$ cat config.mk
export PLATFORM = sky130hd
export DESIGN_NAME = interrupt_dispatcher_flat
export DESIGN_NICKNAME = d
export VERILOG_FILES = /design/src/rtl/interrupt_dispatcher_if.sv /design/src/rtl/interrupt_dispatcher.sv /design/src/flat_wrapper.sv
export SDC_FILE = /design/constraint.sdc
export NUM_CORES = 1
export LEC_CHECK = 0
export BUFFER_PORTS_ARGS = -buffer_cell sky130_fd_sc_hd__buf_2
export CAP_MARGIN = 15
export CORE_UTILIZATION = 50
export DETAILED_ROUTE_END_ITERATION = 6
export GPL_TIMING_DRIVEN = 0
export PLACE_DENSITY = 0.7
export SYNTH_ARGS = -nofsm -noshare
export SYNTH_HDL_FRONTEND = slang
export SYNTH_SLANG_ARGS = --single-unit
$ cat constraint.sdc
create_clock -name sysclk -period 5.2 [get_ports sysclk]
set_input_delay 0.78 -clock sysclk [delete_from_list [all_inputs] [get_ports sysclk]]
set_output_delay 0.78 -clock sysclk [all_outputs]
set_load 0.1 [all_outputs]
$ cat src/rtl/interrupt_dispatcher_if.sv
// Request side (from the input controller) and inject side (to fetch) of the
// interrupt dispatcher, plus its debug status.
interface interrupt_dispatcher_if #(
    parameter int DEPTH = 4
);
    logic [31:0]            interrupt_instruction;
    logic                   irq_valid;
    logic                   inject_ready;
    logic [31:0]            inject_instr;
    logic                   inject_valid;
    logic                   overflow;
    logic [$clog2(DEPTH):0] occupancy;

    modport master (
        output interrupt_instruction, irq_valid, inject_ready,
        input  inject_instr, inject_valid, overflow, occupancy
    );

    modport slave (
        input  interrupt_instruction, irq_valid, inject_ready,
        output inject_instr, inject_valid, overflow, occupancy
    );
endinterface

$ cat src/rtl/interrupt_dispatcher.sv
// Queues interrupt instructions and injects them one at a time into fetch,
// holding a fixed idle gap after each accepted injection.
module interrupt_dispatcher #(
    parameter int DEPTH      = 4,
    parameter int GAP_CYCLES = 5,
    parameter bit COALESCE   = 1'b1
) (
    input logic                   sysclk,
    input logic                   reset,
    interrupt_dispatcher_if.slave bus
);
    localparam int AW = $clog2(DEPTH);
    localparam int CW = $clog2(DEPTH) + 1;
    localparam int GW = (GAP_CYCLES > 1) ? $clog2(GAP_CYCLES + 1) : 1;

    typedef enum logic [1:0] {IDLE, PRESENT, GAP} state_t;
    state_t state, state_nxt;

    logic [31:0]   mem [DEPTH];
    logic [AW-1:0] wr_ptr, rd_ptr;
    logic [CW-1:0] count;
    logic [CW-1:0] queued_after_pop;
    logic [GW-1:0] gap_cnt;
    logic [31:0]   instr_q;
    logic          overflow_q;
    logic          pop, push, load_gap, full, drop_full, drop_dup;

    always_comb begin
        state_nxt = state;
        pop       = 1'b0;
        load_gap  = 1'b0;
        case (state)
            IDLE: begin
                if (count != '0) begin
                    pop       = 1'b1;
                    state_nxt = PRESENT;
                end
            end
            PRESENT: begin
                if (bus.inject_ready) begin
                    if (GAP_CYCLES > 0) begin
                        load_gap  = 1'b1;
                        state_nxt = GAP;
                    end else begin
                        state_nxt = IDLE;
                    end
                end
            end
            GAP: begin
                if (gap_cnt <= GW'(1)) state_nxt = IDLE;
            end
            default: state_nxt = IDLE;
        endcase
    end

    // The entry being popped moves to the presented slot, so it no longer
    // counts as a queued tail for coalescing.
    assign full             = (count == CW'(DEPTH));
    assign queued_after_pop = count - CW'(pop);
    assign drop_full        = full && !pop;
    assign drop_dup         = COALESCE && (queued_after_pop != '0) &&
                              (bus.interrupt_instruction == mem[wr_ptr - AW'(1)]);
    assign push             = bus.irq_valid && !drop_full && !drop_dup;

    always_ff @(posedge sysclk) begin
        if (!reset) begin
            state      <= IDLE;
            wr_ptr     <= '0;
            rd_ptr     <= '0;
            count      <= '0;
            gap_cnt    <= '0;
            instr_q    <= '0;
            overflow_q <= 1'b0;
        end else begin
            state <= state_nxt;
            count <= count + CW'(push) - CW'(pop);
            if (push) wr_ptr <= wr_ptr + AW'(1);
            if (pop) begin
                rd_ptr  <= rd_ptr + AW'(1);
                instr_q <= mem[rd_ptr];
            end
            if (load_gap)           gap_cnt <= GW'(GAP_CYCLES);
            else if (state == GAP)  gap_cnt <= gap_cnt - GW'(1);
            if (bus.irq_valid && drop_full) overflow_q <= 1'b1;
        end
    end

    // Storage needs no reset; only slots behind valid pointers are read.
    always_ff @(posedge sysclk) begin
        if (reset && push) mem[wr_ptr] <= bus.interrupt_instruction;
    end

    assign bus.inject_valid = (state == PRESENT);
    assign bus.inject_instr = instr_q;
    assign bus.overflow     = overflow_q;
    assign bus.occupancy    = count;
endmodule

$ cat src/flat_wrapper.sv
// flat-port wrapper written by rule: the top's interface ports become plain ports
module interrupt_dispatcher_flat 
#(
    parameter int DEPTH      = 4,
    parameter int GAP_CYCLES = 5,
    parameter bit COALESCE   = 1'b1
)
  (sysclk, reset, bus_interrupt_instruction, bus_irq_valid, bus_inject_ready, bus_inject_instr, bus_inject_valid, bus_overflow, bus_occupancy);
  interrupt_dispatcher_if #(.DEPTH(DEPTH)) bus_i ();
  input logic sysclk;
  input logic reset;
  input wire logic [$bits(bus_i.interrupt_instruction)-1:0] bus_interrupt_instruction;
  input wire logic [$bits(bus_i.irq_valid)-1:0] bus_irq_valid;
  input wire logic [$bits(bus_i.inject_ready)-1:0] bus_inject_ready;
  output wire logic [$bits(bus_i.inject_instr)-1:0] bus_inject_instr;
  output wire logic [$bits(bus_i.inject_valid)-1:0] bus_inject_valid;
  output wire logic [$bits(bus_i.overflow)-1:0] bus_overflow;
  output wire logic [$bits(bus_i.occupancy)-1:0] bus_occupancy;
  assign bus_i.interrupt_instruction = bus_interrupt_instruction;
  assign bus_i.irq_valid = bus_irq_valid;
  assign bus_i.inject_ready = bus_inject_ready;
  assign bus_inject_instr = bus_i.inject_instr;
  assign bus_inject_valid = bus_i.inject_valid;
  assign bus_overflow = bus_i.overflow;
  assign bus_occupancy = bus_i.occupancy;
  interrupt_dispatcher #(.DEPTH(DEPTH), .GAP_CYCLES(GAP_CYCLES), .COALESCE(COALESCE)) u_core (.sysclk(sysclk), .reset(reset), .bus(bus_i));
endmodule
==> impl_metrics.csv <==
group,metric,value,unit
grt,antenna_found_initial,0,
setup_path,crit_path_top_delay_cell,"a2111oi_0",
floorplan,rows,45,
yosys,yosysWarnings,0,
yosys,netlist_instances,527,
timing,setup-violations-final,0,
grt,grt_pass1_wl,28.2,mm
placement,placed_cell_area,8710,um2
timing,report.final.slew_viol_count,0,
yosys,synth_compound_area_share,6.94,%
yosys,synth-simple-area-share,6.50,%
drt,via_count,4893,
status,outcome,"finished, violations left",
pwr,power.density,555,nW/um2
placement,io_buffer_count,72,
worst_hold_path,hold-path-cell-count,2,
setup_path,cpMostUsedCell,"ha_1",
yosys,ys.flop_type,"edfxtp_1",
yosys,ys_types,57,
yosys,syn_avg_cell_area,15.2,um2
yosys,synthXorXnorAreaFrac,3.59,%
clocking,post_cts_buffers,0,
clocking,clk_latency,0.44,ns
pwr,p_total,5.15,mW
clocking,root_buffer,"clkbuf_16",
setup_path,slowest_delay,0.42,ns
yosys,synth_edf_count,128,
setup_path,cp_cell_sequence,"clkbuf_1, o31ai_2, buf_2, clkinv_1, clkbuf_1, ha_1, ha_1, xnor2_1, a32o_1, a2111oi_0, nand4_1, nor4_4, a31oi_4, ha_1, fa_1, xor2_1, xnor2_1, and2_1",
setup_path,endpoint_kind,"register",
yosys,synthAdderAreaFrac,1.66,%
yosys,yosys_register_bits,173,
clocking,cts.sinks,173,
floorplan,core,15400,um2
finish,stdcell_count,847,
timing,grt_setup_unrepaired,"no",
floorplan,initial_core_util,51.9,%
drt,route.detailed.drc,4,
timing,finClkSkew,0.00858,ns
drt,vias_per_cell,5.78,
timing,timing.final.crit_share,95.8,%
timing,fin_crit,4.98,ns
timing,slew_headroom,43.5,%
clocking,tritoncts,"done",
setup_path,path_max_fanout,11,
drt,first_pass_iters,7,
finish,nets,669,
placement,dp.cells,815,
finish,layout-drive-gt1-share,30.0,%
clocking,cts-buffers-inserted,17,
floorplan,ioPinCount,73,
pwr,p_leak,3.24,nW
setup_path,r2r_cells,18,
yosys,synth_nets,573,
flow_run,max_cap_viol_count,0,
drt,routedWlPerCell,21.8,um
setup_path,worstSetupPathType,"register to register",
yosys,yosysSeqAreaShare,59.4,%
drt,wl,18.5,mm
grt,grtUsageTotal,24.1,%
finish,diodes,0,
placement,dpl.hpwl,13.1,mm
grt,grt_pass1_vias,4835,
setup_path,cp.required,5.53,ns
timing,finalHoldViolCount,0,
yosys,async_flop_share,0,%
floorplan,dieHeight,128,um
yosys,synth_area,7990,um2
floorplan,fp.dieW,128,um
timing,tightest_slew,0.847,ns
clocking,cts.path.max_buffers,2,
grt,grt.overflow.total,0,
clocking,postCtsHoldBufs,0,
finish,final_area,9280,um2
timing,max_freq,201,MHz
setup_path,worst-endpoint-arrival,5.31,ns
grt,grt_max_degree,21,
pwr,ir_drop,0.000279,V
yosys,synth_top_family_by_area,"multiplexers",
yosys,synth.area.mux_share,18.7,%
drt,ant_nets,0,
setup_path,cp-start-kind,"register",
floorplan,die_area,16500,um2
clocking,h-tree-depth,4,
placement,place_congestion,0.880,
drt,drt_iter0_drc,435,
status,violations,"design-rule violations",
clocking,clk_pin_slew,0.06,ns
finish,syn_to_final_growth,16.3,%
worst_hold_path,hold_path.class,"register to register",
## synth_stat cells, drive strengths merged, types with 4 or more instances
master	number	area (um2)
edfxtp	128	3840
buf	15	130
mux2i	28	293
inv	15	56.3
nor2b	6	37.5
nand4	5	31.3
o21ai	7	35.0
mux4	52	1180
xnor2	28	260
a21boi	34	255
and3	4	25.0
dfxtp	45	901
nand2	80	300
clkbuf	17	63.8
and2	8	50.1
ha	9	113
## critical path, delay by kind of cell (launching register included)
family / cells / cell delay (ns)
flip-flops: 1 / 0.31
adder cells (fa/ha/maj): 4 / 1.08
AND/OR/NAND/NOR: 3 / 0.57
buffers and inverters: 4 / 1.19
AO/OA/AOI/OAI: 4 / 1.30
XOR/XNOR: 3 / 0.41
## registers in the layout, indices dropped and copies added (netlist names)
register,cells
u_core.wr_ptr,2
u_core.state,2
u_core.bus.inject_instr,32
u_core.rd_ptr,2
u_core.bus.overflow,1
u_core.gap_cnt,3
u_core.bus.occupancy,3
u_core.mem,128
## cell usage in the layout, fill, tap and decap left out, drive strengths merged, types with 3 or more instances in the layout
master and n:
inv 21, dfxtp 45, and3 4, o21ai 7, a21boi 34, a21oi 3, clkinv 5, nor2b 6
and2 8, ha 9, a211oi 3, buf 92, edfxtp 128, mux2i 28, nand4 5, nand2 80
clkbuf 35, xnor2 28, mux4 52, clkinvlp 3, nor3 3, xor2 3, a2111oi 3
## cells by family (layout without fill, tap and decap cells)
kind of cell	Yosys count	count (layout)
AND/OR/NAND/NOR	113	113
adder cells (fa/ha/maj)	10	10
buffers and inverters	48	157
XOR/XNOR	31	31
flip-flops	173	173
AO/OA/AOI/OAI	70	70
multiplexers	82	82
## per-stage QoR
step | worst slack [ns] | hold WS (ns) | utilization, % | TNS (ns)
6_report | 0.216 | 0.458 | 60.4 | 0
5_1_grt | 0.0400 | 0.484 | 60.4 | 0
4_1_cts | 0.160 | 0.462 | 60.4 | 0
3_5_place_dp | 0.176 | 0.454 | 56.6 | 0
3_3_place_gp | -0.929 | 0.449 | 56.0 | -117.67
2_1_floorplan | 0.341 | 0.468 | - | 0
## routing by layer
metal  vias up  global-route usage [%]  routed length (um)
li1       2216                       -                   -
met1      2466                    33.0                7890
met2       186                    39.4                9160
met3        25                    4.82                1130
met4         0                    7.06                 282
met5         -                       0                   0
## timing repair
item | in CTS | in global routing
hold endpoints to repair | 0 | 0
setup endpoints to repair | 0 | 1
gates resized for setup | 0 | 1
## power by group
part	internal [mW]	leakage, nW	switching [mW]
combinational	0.616	1.44	1.56
clock	0.680	0.275	0.551
sequential	1.66	1.53	0.0898
## layout make-up
type	instances	area, um2
Clock inverter	14	133
Multi-Input combinational cell	306	3000
Sequential cell	173	4740
Timing Repair Buffer	77	453
Inverter	16	60.1
Buffer	32	194
Clock buffer	18	439
Fill cell	1202	6090
Tap cell	211	264
## final timing paths
path	from	endpoint	slack [ns]
min reg2reg	u_core.bus.inject_instr[31]	u_core.bus.inject_instr[31]	0.46
max reg2reg	u_core.bus.occupancy[2]	u_core.bus.occupancy[2]	0.22
max	u_core.bus.occupancy[2]	u_core.bus.occupancy[2]	0.22
min	u_core.bus.inject_instr[31]	u_core.bus.inject_instr[31]	0.46
Note: power is estimated with default switching activity, not from simulation.
